`src/rtl/switch_debounce_4.sv`:
```
// switch_debounce_4: synchronises and debounces four raw board switches.
// Each switch feeds the lab function blocks as a clean level on inA..inD.
//
// Ports:
//   clk      system clock
//   rst_n    asynchronous active-low reset
//   sw[3:0]  raw switches (sw[3]->inA, sw[2]->inB, sw[1]->inC, sw[0]->inD)
//   inA..inD debounced switch levels
//   valid    high once the startup window has completed, until reset
//   changed  one-cycle pulse when any debounced output takes a new value
module switch_debounce_4 #(
  parameter int unsigned DEBOUNCE_CYCLES = 4,
  localparam int unsigned CNT_W = $clog2(DEBOUNCE_CYCLES + 2)
) (
  input  logic       clk,
  input  logic       rst_n,
  input  logic [3:0] sw,
  output logic       inA,
  output logic       inB,
  output logic       inC,
  output logic       inD,
  output logic       valid,
  output logic       changed
);

  localparam int unsigned NUM_SW = 4;
  localparam logic [CNT_W-1:0] START_LAST = CNT_W'(DEBOUNCE_CYCLES + 1);
  localparam logic [CNT_W-1:0] CNT_LAST   = CNT_W'(DEBOUNCE_CYCLES - 1);

  typedef enum logic {
    INIT = 1'b0,
    RUN  = 1'b1
  } stateE;

  stateE             state;
  stateE             stateNext;
  logic [NUM_SW-1:0] sync1;
  logic [NUM_SW-1:0] sync2;
  logic [CNT_W-1:0]  startCnt;
  logic [CNT_W-1:0]  startCntNext;
  logic [CNT_W-1:0]  bitCnt     [NUM_SW];
  logic [CNT_W-1:0]  bitCntNext [NUM_SW];
  logic [NUM_SW-1:0] outQ;
  logic [NUM_SW-1:0] outNext;
  logic              validNext;
  logic              changedNext;

  // Two-flop synchroniser for the asynchronous switch inputs
  always_ff @(posedge clk or negedge rst_n) begin
    if (!rst_n) begin
      sync1 <= '0;
      sync2 <= '0;
    end else begin
      sync1 <= sw;
      sync2 <= sync1;
    end
  end

  // State, counters and registered outputs
  always_ff @(posedge clk or negedge rst_n) begin
    if (!rst_n) begin
      state    <= INIT;
      startCnt <= '0;
      outQ     <= '0;
      valid    <= 1'b0;
      changed  <= 1'b0;
      for (int i = 0; i < int'(NUM_SW); i++) begin
        bitCnt[i] <= '0;
      end
    end else begin
      state    <= stateNext;
      startCnt <= startCntNext;
      outQ     <= outNext;
      valid    <= validNext;
      changed  <= changedNext;
      for (int i = 0; i < int'(NUM_SW); i++) begin
        bitCnt[i] <= bitCntNext[i];
      end
    end
  end

  // Next-state and next-output logic
  always_comb begin
    stateNext    = state;
    startCntNext = startCnt;
    outNext      = outQ;
    validNext    = valid;
    changedNext  = 1'b0;
    for (int i = 0; i < int'(NUM_SW); i++) begin
      bitCntNext[i] = bitCnt[i];
    end

    case (state)
      INIT: begin
        // Wait out the synchroniser fill plus one debounce window, then
        // adopt the synchronised levels directly without a changed pulse.
        if (startCnt == START_LAST) begin
          outNext   = sync2;
          validNext = 1'b1;
          stateNext = RUN;
          for (int i = 0; i < int'(NUM_SW); i++) begin
            bitCntNext[i] = '0;
          end
        end else begin
          startCntNext = startCnt + CNT_W'(1);
        end
      end

      RUN: begin
        // Independent per-bit counters; any bounce back restarts the count.
        for (int i = 0; i < int'(NUM_SW); i++) begin
          if (sync2[i] == outQ[i]) begin
            bitCntNext[i] = '0;
          end else if (bitCnt[i] == CNT_LAST) begin
            outNext[i]    = sync2[i];
            bitCntNext[i] = '0;
          end else begin
            bitCntNext[i] = bitCnt[i] + CNT_W'(1);
          end
        end
        changedNext = |(outNext ^ outQ);
      end

      default: begin
        stateNext = INIT;
      end
    endcase
  end

  assign inA = outQ[3];
  assign inB = outQ[2];
  assign inC = outQ[1];
  assign inD = outQ[0];

endmodule

```
`config.mk`:
```
export PLATFORM = sky130hd
export DESIGN_NAME = switch_debounce_4
export DESIGN_NICKNAME = d
export VERILOG_FILES = /design/src/rtl/switch_debounce_4.sv
export SDC_FILE = /design/constraint.sdc
export NUM_CORES = 1
export LEC_CHECK = 0
export ABC_AREA = 1
export CELL_PAD_IN_SITES_DETAIL_PLACEMENT = 0
export CELL_PAD_IN_SITES_GLOBAL_PLACEMENT = 1
export CORE_MARGIN = 5
export CORE_UTILIZATION = 45
export CTS_CLUSTER_SIZE = 10
export DETAILED_ROUTE_END_ITERATION = 16
export DONT_BUFFER_PORTS = 1
export HOLD_SLACK_MARGIN = 0.15
export PLACE_DENSITY = 0.79
export SYNTH_ARGS = -nofsm -noshare
export SYNTH_HDL_FRONTEND = slang
export SYNTH_SLANG_ARGS = --single-unit
```
`constraint.sdc`:
```
create_clock -name clk -period 1.82 [get_ports clk]
set_input_delay 0.182 -clock clk [delete_from_list [all_inputs] [get_ports clk]]
set_output_delay 0.182 -clock clk [all_outputs]
set_load 0.01 [all_outputs]
```
Word level (Yosys, flattened, before mapping):

Index checks and enable logic that the tools add are counted.

* word-level logic and storage cells: 59
* register bits after elaboration: 30

* add/sub/neg operators: 5
* bitwise gates (word level): 3
* reductions and logical operators: 3
* mux-type cells: 27
* equal/unequal tests: 10

Operators with widths (number)
* two-way mux 3 bit: 8
* one-hot mux 12 bit (2 select lines): 1
* adder 3 x 1 -> 3 bit, second input constant: 5
* two-way mux 1 bit: 15
* == test 3 x 2 -> 1 bit, second input constant: 4
* two-way mux 12 bit: 1
* one-hot mux 4 bit (2 select lines): 1
* == test 1 bit: 4
* two-way mux 4 bit: 1
* AND reduction 2 bit: 2
* OR reduction 4 bit: 1
* bitwise XOR 4 bit: 1
* == test 3 bit, second input constant: 1
* != test 2 bit, second input constant: 1
* inverter 1 bit: 2

Depth between registers and ports, before layout:

Gate-level depths: netlist of the first run.

* depth in word-level cells: 7
* mapped depth: 9
* gate-level depth less buffers: 9

Least setup slack after synthesis of the first run:

No wires, ideal clock.

* kind: register to register
* start: reg startCnt[1]
* end: reg bitCnt[11] (netlist name)
* path buffers: 1
* cell stages (with the launch flop): 9
* period minus slack after synthesis: 1141 ps
* setup time: 127 ps
* arrival: 1014 ps
* slack: 679 ps
* cell sequence: dfrtp_1 inv_1 ha_1 nand2_2 nand2_4 inv_4 buf_6 nand2_1 o21ai_0

* cells in the longest elaborated chain, start to end: 2

RTL lines
* start, declared: line 39 `logic [CNT_W-1:0] startCnt;`
* start signal, assigned: line 72 `startCnt <= startCntNext;`
* == test 3 bit: line 97 `if (startCnt == START_LAST) begin`
* != test 2 bit (no line)
* end signal, assigned by index: line 77 `bitCnt[i] <= bitCntNext[i];`
* end, declared: line 41 `logic [CNT_W-1:0] bitCnt [NUM_SW];`

No other way between the ends.
A chain may end at the register's enable or synchronous reset.

Worst setup path in the final report of the first run:

* start: reg bitCnt[9] (netlist name)
* end: reg outQ[0]

* cells in the longest elaborated chain, start to end: 5

RTL lines
* == test 3 x 2 -> 1 bit: line 114 `end else if (bitCnt[i] == CNT_LAST) begin`
* two-way mux 1 bit: line 114
* two-way mux 1 bit: line 112 `if (sync2[i] == outQ[i]) begin`
* two-way mux 1 bit: line 93 `case (state)`
* one-hot mux 4 bit (2 select lines): line 93
* end signal, assigned: line 73 `outQ <= outNext;`
* end, declared: line 43 `logic [NUM_SW-1:0] outQ;`

No other way between the ends. The select of a mux whose other input is x is not followed.

==> metrics.md, run 1 <==
| Metric | Value |
|---|---|
| Kind of start point of the critical path | `flop` |
| RSZ-0062 raised after global routing | `no` |
| Slowest stage cell, crit path | `dfrtp_1` |
| Worst Max-Slew Pin Slew | `311 ps` |
| Dominant cells by area after synthesis | `dfrtp_1, nand2_1, ha_1, inv_1, nand3_1` |
| Synthesis warning total | `0` |
| Type of element capturing the critical path | `flop` |
| Clock input transition at the sequential cells of the worst setup and hold paths | `100 ps` |
| Synth unique cells | `21` |
| Top cell type by total area after synthesis | `dfrtp_1` |
| Die Footprint | `4200 sq um` |
| Number of rows in the core area | `19` |
| Final worst-path setup slack | `526 ps` |
| Max-slew violation count | `0` |
| Worst clock skew | `10.6 ps` |
| Global-route wire length before repair | `4040 microns` |
| Pre-CTS worst setup slack | `510 ps` |
| Final standard cell area without fillers | `1520 sq um` |
| Launch point of the worst reg-to-reg path | `bitCnt[9]$_DFFE_PN0N_` |
| Summed instance area of the synthesized netlist | `1350 sq um` |
| Count of buffers added by post-CTS timing repair for setup | `0` |
| Worst Path Buf+Inv | `2` |
| Launch point of the critical path | `bitCnt[9]$_DFFE_PN0N_` |
| Leakage | `0.785 nW` |
| Vias after detailed routing | `908` |
| Count of endpoints failing hold in the final timing report | `0` |
| CTS H-tree lvls | `2` |
| Share of cells above drive strength 1 | `13.5%` |
| Top cells by instance count after synthesis | `nand2_1, dfrtp_1, inv_1` |
| Routability congestion estimate from global placement | `0.797` |
| Detailed placement HPWL | `1500 microns` |
| Leading cell type by number of instances after synthesis | `nand2_1` |
| Area of placed instances | `1370 sq um` |
| Largest stage delay on the critical path | `390 ps` |
| Synthesized flop and latch total | `30` |
| R2R Setup Slk | `530 ps` |
| Number of primary I/O pins | `12` |
| Starting density of the core | `47.8%` |
| Fraction of synthesis flops using an asynchronous set or reset pin | `100%` |
| Routed vias/inst | `4.88` |
| Number of setup violations in the final report | `0` |
| Critical Path AT | `1520 ps` |
| Syn-to-layout area delta | `12.5%` |
| Proportion of netlist area held by the largest area contributor | `55.5%` |
| Number of buffers created by CTS | `5` |
| Clock latency at the later pin of the worst-skew pair | `330 ps` |
| Run status | `complete, no violations` |
| Endpoint of the most critical register-to-register path | `outQ[0]$_DFFE_PN0N_` |
| Diodes inserted | `0` |
| Peak fanout along the critical path | `3` |
| Via count of the first global-routing pass | `904` |
| Final critical delay including setup and external delays | `1290 ps` |
| Achievable Freq | `773 MHz` |
| Floorplan core area | `2830 sq um` |
| Ordered cell list for the critical path | `ha_1 > inv_1 > nor2_1 > o21ai_2 > o21ai_0 > inv_1` |
| Hold/Removal Path Class | `in2async` |
| Crit-path leading delay family | `flip-flops` |
| Worst vdd rail ir drop | `0.680 mV` |
| Cells on worst reg2reg path | `6` |
| Pre-Repair DR Iteration Count | `4` |
| Number of antenna violations at the first check in global routing | `0` |
| Max-capacitance violation count | `0` |
| Average wire length per cell after detail routing | `11.7 microns` |
| Register area share after synthesis | `55.5%` |
| First DRT Iteration DRCs | `31` |
| CTS tree | `done` |
| Post-synthesis cell count | `143` |
| Routed Antenna Nets | `0` |
| Largest net degree at the start of global routing | `31` |
| Required arrival time at the worst endpoint | `2050 ps` |
| Nets in the synthesized netlist | `155` |
| Buffer cell driving the clock tree root | `clkbuf_4` |
| Global route total overflow | `0` |
| Relative max-transition margin | `79.2%` |
| Total negative slack | `0 ps` |
| Total Routed Length | `2180 microns` |
| Final Net Count | `166` |
| Number of buffers added on ports | `0` |
| Power per unit of standard cell area | `1260 nW/um^2` |
| EDFF count, synth | `0` |
| Share of the clock period used by the worst path after layout | `71.1%` |
| Primary FF master, synth | `dfrtp_1` |
| Mean Syn Cell Area | `9.46 sq um` |
| Clock Tree Buf Depth | `2` |
| Crit path kind | `reg2reg` |
| Most frequent cell on the critical path | `inv_1` |
| Die span in y | `64.8 microns` |
| Horizontal die dimension | `64.8 microns` |
| Number of clock sinks | `30` |
| Utilization after layout | `53.8%` |
| Residual DRC | `0` |
| GRT Total Usage | `12.9%` |
[worst max-delay path by stage]
| stage | cells past startpoint | endpoint | slack, ps |
|---|---|---|---|
| after detailed placement | 6 | outQ[0]$_DFFE_PN0N_ | 510 |
| after CTS | 6 | outQ[0]$_DFFE_PN0N_ | 500 |
| after floorplan | 8 | bitCnt[11]$_DFFE_PN0N_ | 680 |
| after global placement | 7 | changed$_DFF_PN0_ | 540 |
| final | 6 | outQ[0]$_DFFE_PN0N_ | 530 |
| after global routing | 6 | outQ[0]$_DFFE_PN0N_ | 400 |
[repair_timing]
item | 4_1_cts | 5_1_grt
hold buffers | 6 | 0
hold endpoints to repair | 34 | 0
resized for setup | 0 | 0
[cell type report]
type,count,area (sq um)
flip-flops and latches,30,751
clock inverters,3,45.0
clock buffers,5,37.5
multi-input cells,92,505
repair buffers,6,70.1
inverters,19,73.8
well taps,31,38.8
fillers,265,1310
[registers in the layout, summed over array words and instances (netlist names)]
signal,flops
sync1,4
outQ,4
startCnt,3
bitCnt,12
state,1
sync2,4
valid,1
changed,1
[routing by layer]
metal | global-route usage, % | vias to the layer above | routed length, microns
met2 | 19.3 | 15 | 1010
met5 | 0 | - | 0
met4 | 6.60 | 0 | 44
li1 | - | 463 | -
met1 | 15.8 | 425 | 1020
met3 | 5.87 | 5 | 116
[kinds of logic (layout without fill, tap and decap cells)]
logic type               count (synthesis)  after routing  synth area share, %
buffers and inverters                   21             33                 7.12
flip-flops                              30             30                 55.5
adder cells (fa/ha/maj)                  6              6                 5.55
AND/OR/NAND/NOR                         66             66                 21.6
AO/OA/AOI/OAI                           15             15                 7.03
XOR/XNOR                                 5              5                 3.24
[power breakdown]
group          internal, mW  leakage, nW  total [mW]  switching, mW
combinational         0.178        0.389       0.436          0.258
clock                 0.288       0.0374       0.530          0.242
sequential            0.803        0.359       0.948          0.144
[cells in the final DEF (no fill, tap or decap)]
master         synthesis  layout
nand2_2                1       1
a21boi_1               1       1
nand3_1               10      10
nor2_4                 2       2
nor3_1                 1       1
dfrtp_1               30      30
xor2_1                 3       3
o21ai_1                1       1
nor2_2                 2       2
inv_1                 17      17
inv_2                  1       1
bufinv_16              0       1
dlygate4sd3_1          0       5
o21ai_2                4       4
ha_1                   6       6
nand2_4                1       1
clkbuf_4               0       5
buf_12                 0       1
inv_4                  1       1
nand2_1               41      41
clkinvlp_4             0       2
o21ai_0                8       8
xnor2_1                2       2
o21bai_1               1       1
nor2_1                 8       8
[per-stage QoR]
stage          hold WS (ps)  total power, mW  cells
2_1_floorplan          -114             1.28    143
3_3_place_gp           -113             1.36    172
3_5_place_dp           -113             1.38    172
4_1_cts                 283             1.95    186
5_1_grt                 281             2.09    186
6_report                287             1.91    186
Note: power is estimated with default switching activity, not from simulation.
==> run 2, diff against run 1 <==
==> constraint.sdc (replaced) <==
create_clock -name clk -period 1.3 [get_ports clk]
set_input_delay 0.13 -clock clk [delete_from_list [all_inputs] [get_ports clk]]
set_output_delay 0.13 -clock clk [all_outputs]
set_load 0.01 [all_outputs]
==> metrics.md, run 2 (synthesis gave the netlist of run 1 again) <==
| Metric | Value |
|---|---|
| Run status | `complete, no violations` |
| Routed vias/inst | `4.78` |
| Achievable Freq | `815 MHz` |
| Worst vdd rail ir drop | `0.947 mV` |
| Number of rows in the core area | `19` |
| Max-capacitance violation count | `0` |
| Most common library cell in the layout ignoring fill and taps | `nand2_1` |
| Relative max-transition margin | `84.1%` |
| Number of buffers created by CTS | `5` |
| GRT Total Usage | `12.5%` |
| Clock input transition at the sequential cells of the worst setup and hold paths | `100 ps` |
| Routed Antenna Nets | `0` |
| Pre-Repair DR Iteration Count | `4` |
| Starting density of the core | `47.8%` |
| Cells on worst reg2reg path | `9` |
| Diodes inserted | `0` |
| Global route total overflow | `0` |
| Share of cells above drive strength 1 | `18.8%` |
| Horizontal die dimension | `64.8 microns` |
| Slowest stage cell, crit path | `dfrtp_1` |
| Worst Path Buf+Inv | `3` |
| Floorplan core area | `2830 sq um` |
| RSZ-0062 raised after global routing | `yes` |
| Kind of start point of the critical path | `flop` |
| Launch point of the worst reg-to-reg path | `startCnt[1]$_DFFE_PN0P_` |
| Number of buffers added on ports | `0` |
| Critical Path AT | `1460 ps` |
| Clock latency at the later pin of the worst-skew pair | `330 ps` |
| Detailed placement HPWL | `1510 microns` |
| Peak fanout along the critical path | `16` |
| Number of antenna violations at the first check in global routing | `0` |
| Pre-CTS worst setup slack | `29.8 ps` |
| Stages on the worst setup path | `9` |
| Via count of the first global-routing pass | `915` |
| Type of element capturing the critical path | `flop` |
| Number of setup violations in the final report | `0` |
| Residual DRC | `0` |
| Number of primary I/O pins | `12` |
| Worst clock skew | `12.0 ps` |
| Crit path kind | `reg2reg` |
| Required arrival time at the worst endpoint | `1540 ps` |
| Die span in y | `64.8 microns` |
| Largest register FFs | `12` |
| Register ranked first by flip-flop count | `bitCnt` |
| Max-slew violation count | `0` |
| Syn-to-layout area delta | `16.3%` |
| Total Routed Length | `2170 microns` |
| Ordered cell list for the critical path | `inv_1 > ha_1 > nand2_2 > nand2_4 > inv_8 > nor2_1 > nand2_1 > nand2_1 > inv_1` |
| Die Footprint | `4200 sq um` |
| Count of fill cells added during filler insertion | `250` |
| Count of endpoints failing hold in the final timing report | `0` |
| Worst Max-Slew Pin Slew | `238 ps` |
| CTS H-tree lvls | `2` |
| Largest stage delay on the critical path | `400 ps` |
| Final Net Count | `171` |
| Routability congestion estimate from global placement | `0.767` |
| Clock Tree Buf Depth | `2` |
| Endpoint of the most critical register-to-register path | `outQ[2]$_DFFE_PN0N_` |
| Leakage | `0.810 nW` |
| R2R Setup Slk | `70 ps` |
| Global-route wire length before repair | `3860 microns` |
| Crit-path leading delay family | `simple AND/OR/NAND/NOR gates` |
| Buffer cell driving the clock tree root | `clkbuf_4` |
| Power per unit of standard cell area | `1700 nW/um^2` |
| CTS tree | `done` |
| Number of clock sinks | `30` |
| Utilization after layout | `55.6%` |
| Largest net degree at the start of global routing | `31` |
| Most frequent cells in the layout | `nand2_1, dfrtp_1, inv_1, nand3_1, nor2_2` |
| Share of the clock period used by the worst path after layout | `94.4%` |
| Vias after detailed routing | `913` |
| Launch point of the critical path | `startCnt[1]$_DFFE_PN0P_` |
| Hold/Removal Path Class | `in2async` |
| Final critical delay including setup and external delays | `1230 ps` |
| Average wire length per cell after detail routing | `11.4 microns` |
| Final worst-path setup slack | `72.8 ps` |
| First DRT Iteration DRCs | `31` |
| Worst hold slack after final layout | `226 ps` |
run 2: cell types whose count changed in the layout (fill, tap and decap cells not counted), sizes merged:
cell,previous run,this run
buf,1,6
clkbuf,5,6
clkinvlp,2,1
run 2: timing repair:
item / 4_1_cts / 5_1_grt
hold endpoints to repair: 34 / 0
buffers inserted: 0 / 2
resized for setup: 0 / 9
setup endpoints to repair: 0 / 6
hold buffers: 6 / 0
run 2: metrics by stage:
step	TNS (ps)	power, mW	instances	area (sq um)
finish	0	2.67	191	1570
global route	-62.1	2.91	191	1570
CTS	0	2.71	189	1540
detailed placement	0	1.93	175	1390
global placement	0	1.90	175	1390
floorplan	0	1.79	143	1350
run 2: layout make-up:
type	count	area (sq um)	share of cell area, %
clock buffers	6	41.3	2.63
flip-flops and latches	30	751	47.7
multi-input cells	92	518	32.9
inverters	19	78.8	5.01
clock inverters	2	37.5	2.39
well taps	31	38.8	2.47
repair buffers	11	108	6.84
run 2: routing by layer:
metal,wire length [microns],GRT usage [%],vias up
met5,0,0,-
met4,29,5.54,0
met3,131,6.91,4
met2,1040,19.9,16
met1,968,13.7,414
li1,-,-,479
run 2: how the worst max path moves through the flow:
stage	to
after global placement	startCnt[2]$_DFFE_PN0P_
final	outQ[2]$_DFFE_PN0N_
after floorplan	bitCnt[11]$_DFFE_PN0N_
after CTS	outQ[1]$_DFFE_PN0N_
after global routing	outQ[2]$_DFFE_PN0N_
after detailed placement	startCnt[2]$_DFFE_PN0P_
run 2: power breakdown:
group	internal, mW	switching [mW]
Sequential	1.12	0.202
Combinational	0.255	0.363
Clock	0.406	0.322
==> run 3, diff against run 2 <==
==> constraint.sdc (replaced) <==
create_clock -name clk -period 1.59 [get_ports clk]
set_input_delay 0.159 -clock clk [delete_from_list [all_inputs] [get_ports clk]]
set_output_delay 0.159 -clock clk [all_outputs]
set_load 0.01 [all_outputs]
==> metrics.md, run 3 (synthesis gave the netlist of run 1 again) <==
| Metric | Value |
|---|---|
| Number of rows in the core area | `19` |
| Number of cells after detailed placement | `173` |
| Pre-Repair DR Iteration Count | `4` |
| Number of setup violations in the final report | `0` |
| Vias after detailed routing | `916` |
| Relative max-transition margin | `82.1%` |
| Power per unit of standard cell area | `1400 nW/um^2` |
| Number of clock sinks | `30` |
| Clock input transition at the sequential cells of the worst setup and hold paths | `100 ps` |
| Max-capacitance violation count | `0` |
| Max-slew violation count | `0` |
| GRT Total Usage | `12.7%` |
| Gate power share | `23.3%` |
| Global route total overflow | `0` |
| Final Net Count | `167` |
| Clock Tree Buf Depth | `2` |
| Largest net degree at the start of global routing | `31` |
| RSZ-0062 raised after global routing | `no` |
| Diodes inserted | `0` |
| Number of gates given a new drive strength after cts | `0` |
| Non-filler cells, final | `187` |
| Floorplan core area | `2830 sq um` |
| Proportion of power drawn by the clock network | `26.1%` |
| Number of buffers added on ports | `0` |
| Routability congestion estimate from global placement | `0.759` |
| Number of primary I/O pins | `12` |
| Via count of the first global-routing pass | `919` |
| Hold/Removal Path Class | `in2async` |
| Fraction of power spent switching nets | `33.5%` |
| CTS H-tree lvls | `2` |
| Largest register FFs | `12` |
| Leakage | `0.798 nW` |
| Kind of start point of the critical path | `flop` |
| Share of cells above drive strength 1 | `14.1%` |
| Worst vdd rail ir drop | `0.810 mV` |
| CTS tree | `done` |
| Crit-path leading delay family | `flip-flops` |
| Routed vias/inst | `4.90` |
| Achievable Freq | `769 MHz` |
| Global-route wire length before repair | `3980 microns` |
| Worst Path Buf+Inv | `2` |
| Clock latency at the later pin of the worst-skew pair | `320 ps` |
| Total negative slack | `0 ps` |
| Most common library cell in the layout ignoring fill and taps | `nand2_1` |
| Type of element capturing the critical path | `flop` |
| Critical Path AT | `1530 ps` |
| Required arrival time at the worst endpoint | `1810 ps` |
| Share of the clock period used by the worst path after layout | `81.8%` |
| Register ranked first by flip-flop count | `bitCnt` |
| Starting density of the core | `47.8%` |
| Largest stage delay on the critical path | `420 ps` |
| Power share of the sequential group | `50.7%` |
| Average wire length per cell after detail routing | `11.7 microns` |
| Die span in y | `64.8 microns` |
| Final critical delay including setup and external delays | `1300 ps` |
| Switching power total | `718 uW` |
| Die Footprint | `4200 sq um` |
| Run status | `complete, no violations` |
| Routed Antenna Nets | `0` |
| Most frequent cells in the layout | `nand2_1, dfrtp_1, inv_1, nand3_1` |
| Buffer cell driving the clock tree root | `clkbuf_4` |
| Cell internal pwr | `1.42 mW` |
| Ordered cell list for the critical path | `ha_1 > nand2_2 > nand2_4 > inv_4 > o21ai_0 > nand2_1 > inv_1` |
| Number of antenna violations at the first check in global routing | `0` |
| Detailed placement HPWL | `1520 microns` |
| Count of endpoints failing hold in the final timing report | `0` |
| Peak fanout along the critical path | `16` |
| Horizontal die dimension | `64.8 microns` |
| Total Routed Length | `2190 microns` |
| Residual DRC | `0` |
| Slowest stage cell, crit path | `dfrtp_1` |
| Worst clock skew | `9.63 ps` |
| First DRT Iteration DRCs | `40` |
| Worst hold slack after final layout | `259 ps` |
| Syn-to-layout area delta | `12.8%` |
| Crit path kind | `reg2reg` |
| Worst Max-Slew Pin Slew | `267 ps` |
| Number of buffers created by CTS | `5` |
[run 3: stage by stage]
step           instance area (sq um)  total power [mW]  worst slack [ps]  utilization, %
2_1_floorplan                   1350              1.47               449               -
5_1_grt                         1530              2.35               182            53.9
6_report                        1530              2.14               289            53.9
3_3_place_gp                    1380              1.56               333            48.7
4_1_cts                         1530              2.18               280            53.9
3_5_place_dp                    1380              1.58               283            48.7
[run 3: metal layers]
layer,part of all wire (%),vias to the layer above,track usage [%]
li1,-,470,-
met1,47,426,14.7
met2,46,13,20.3
met3,4.7,7,4.32
met4,2.8,0,7.92
met5,0,-,0
[run 3: layout make-up]
cell class,instances,area [sq um]
tap,31,38.8
multi-input combinational,92,505
inverter,19,73.8
fill,260,1300
clock buffer,8,78.8
timing repair buffer,7,77.6
sequential,30,751
[run 3: path summary, 6_finish.rpt]
kind	start	slack, ps	depth (start not counted)	end
setup / recovery	startCnt[0]$_DFFE_PN0P_	290	7	outQ[1]$_DFFE_PN0N_
hold / removal	rst_n	260	2	bitCnt[3]$_DFFE_PN0N_
setup reg to reg	startCnt[0]$_DFFE_PN0P_	290	7	outQ[1]$_DFFE_PN0N_
hold reg to reg	sync1[1]$_DFF_PN0_	360	0	sync2[1]$_DFF_PN0_
max in group asynchronous	rst_n	1160	2	outQ[0]$_DFFE_PN0N_
min in group clk	sync1[1]$_DFF_PN0_	360	0	sync2[1]$_DFF_PN0_
[run 3: power by group through the flow]
| stage | sequential, mW | combinational [mW] | clock, mW |
|---|---|---|---|
| finish | 1.09 | 0.498 | 0.558 |
| global route | 1.11 | 0.611 | 0.626 |
| CTS | 1.09 | 0.505 | 0.581 |
| detailed placement | 1.10 | 0.476 | 0 |
| global placement | 1.10 | 0.457 | 0 |
| floorplan | 1.07 | 0.399 | 0 |
[run 3: timing repair]
action / 4_1_cts / 5_1_grt
setup buffers: 0 / 0
hold buffers: 6 / 0
hold endpoints to repair: 34 / 0
[run 3: worst reg2reg max path: cells and delay by family (launching register included)]
kind / cells / cell delay (ps)
flip-flops: 1 / 420
buffers and inverters: 2 / 200
AO/OA/AOI/OAI: 1 / 120
adder cells (fa/ha/maj): 1 / 220
AND/OR/NAND/NOR: 3 / 260
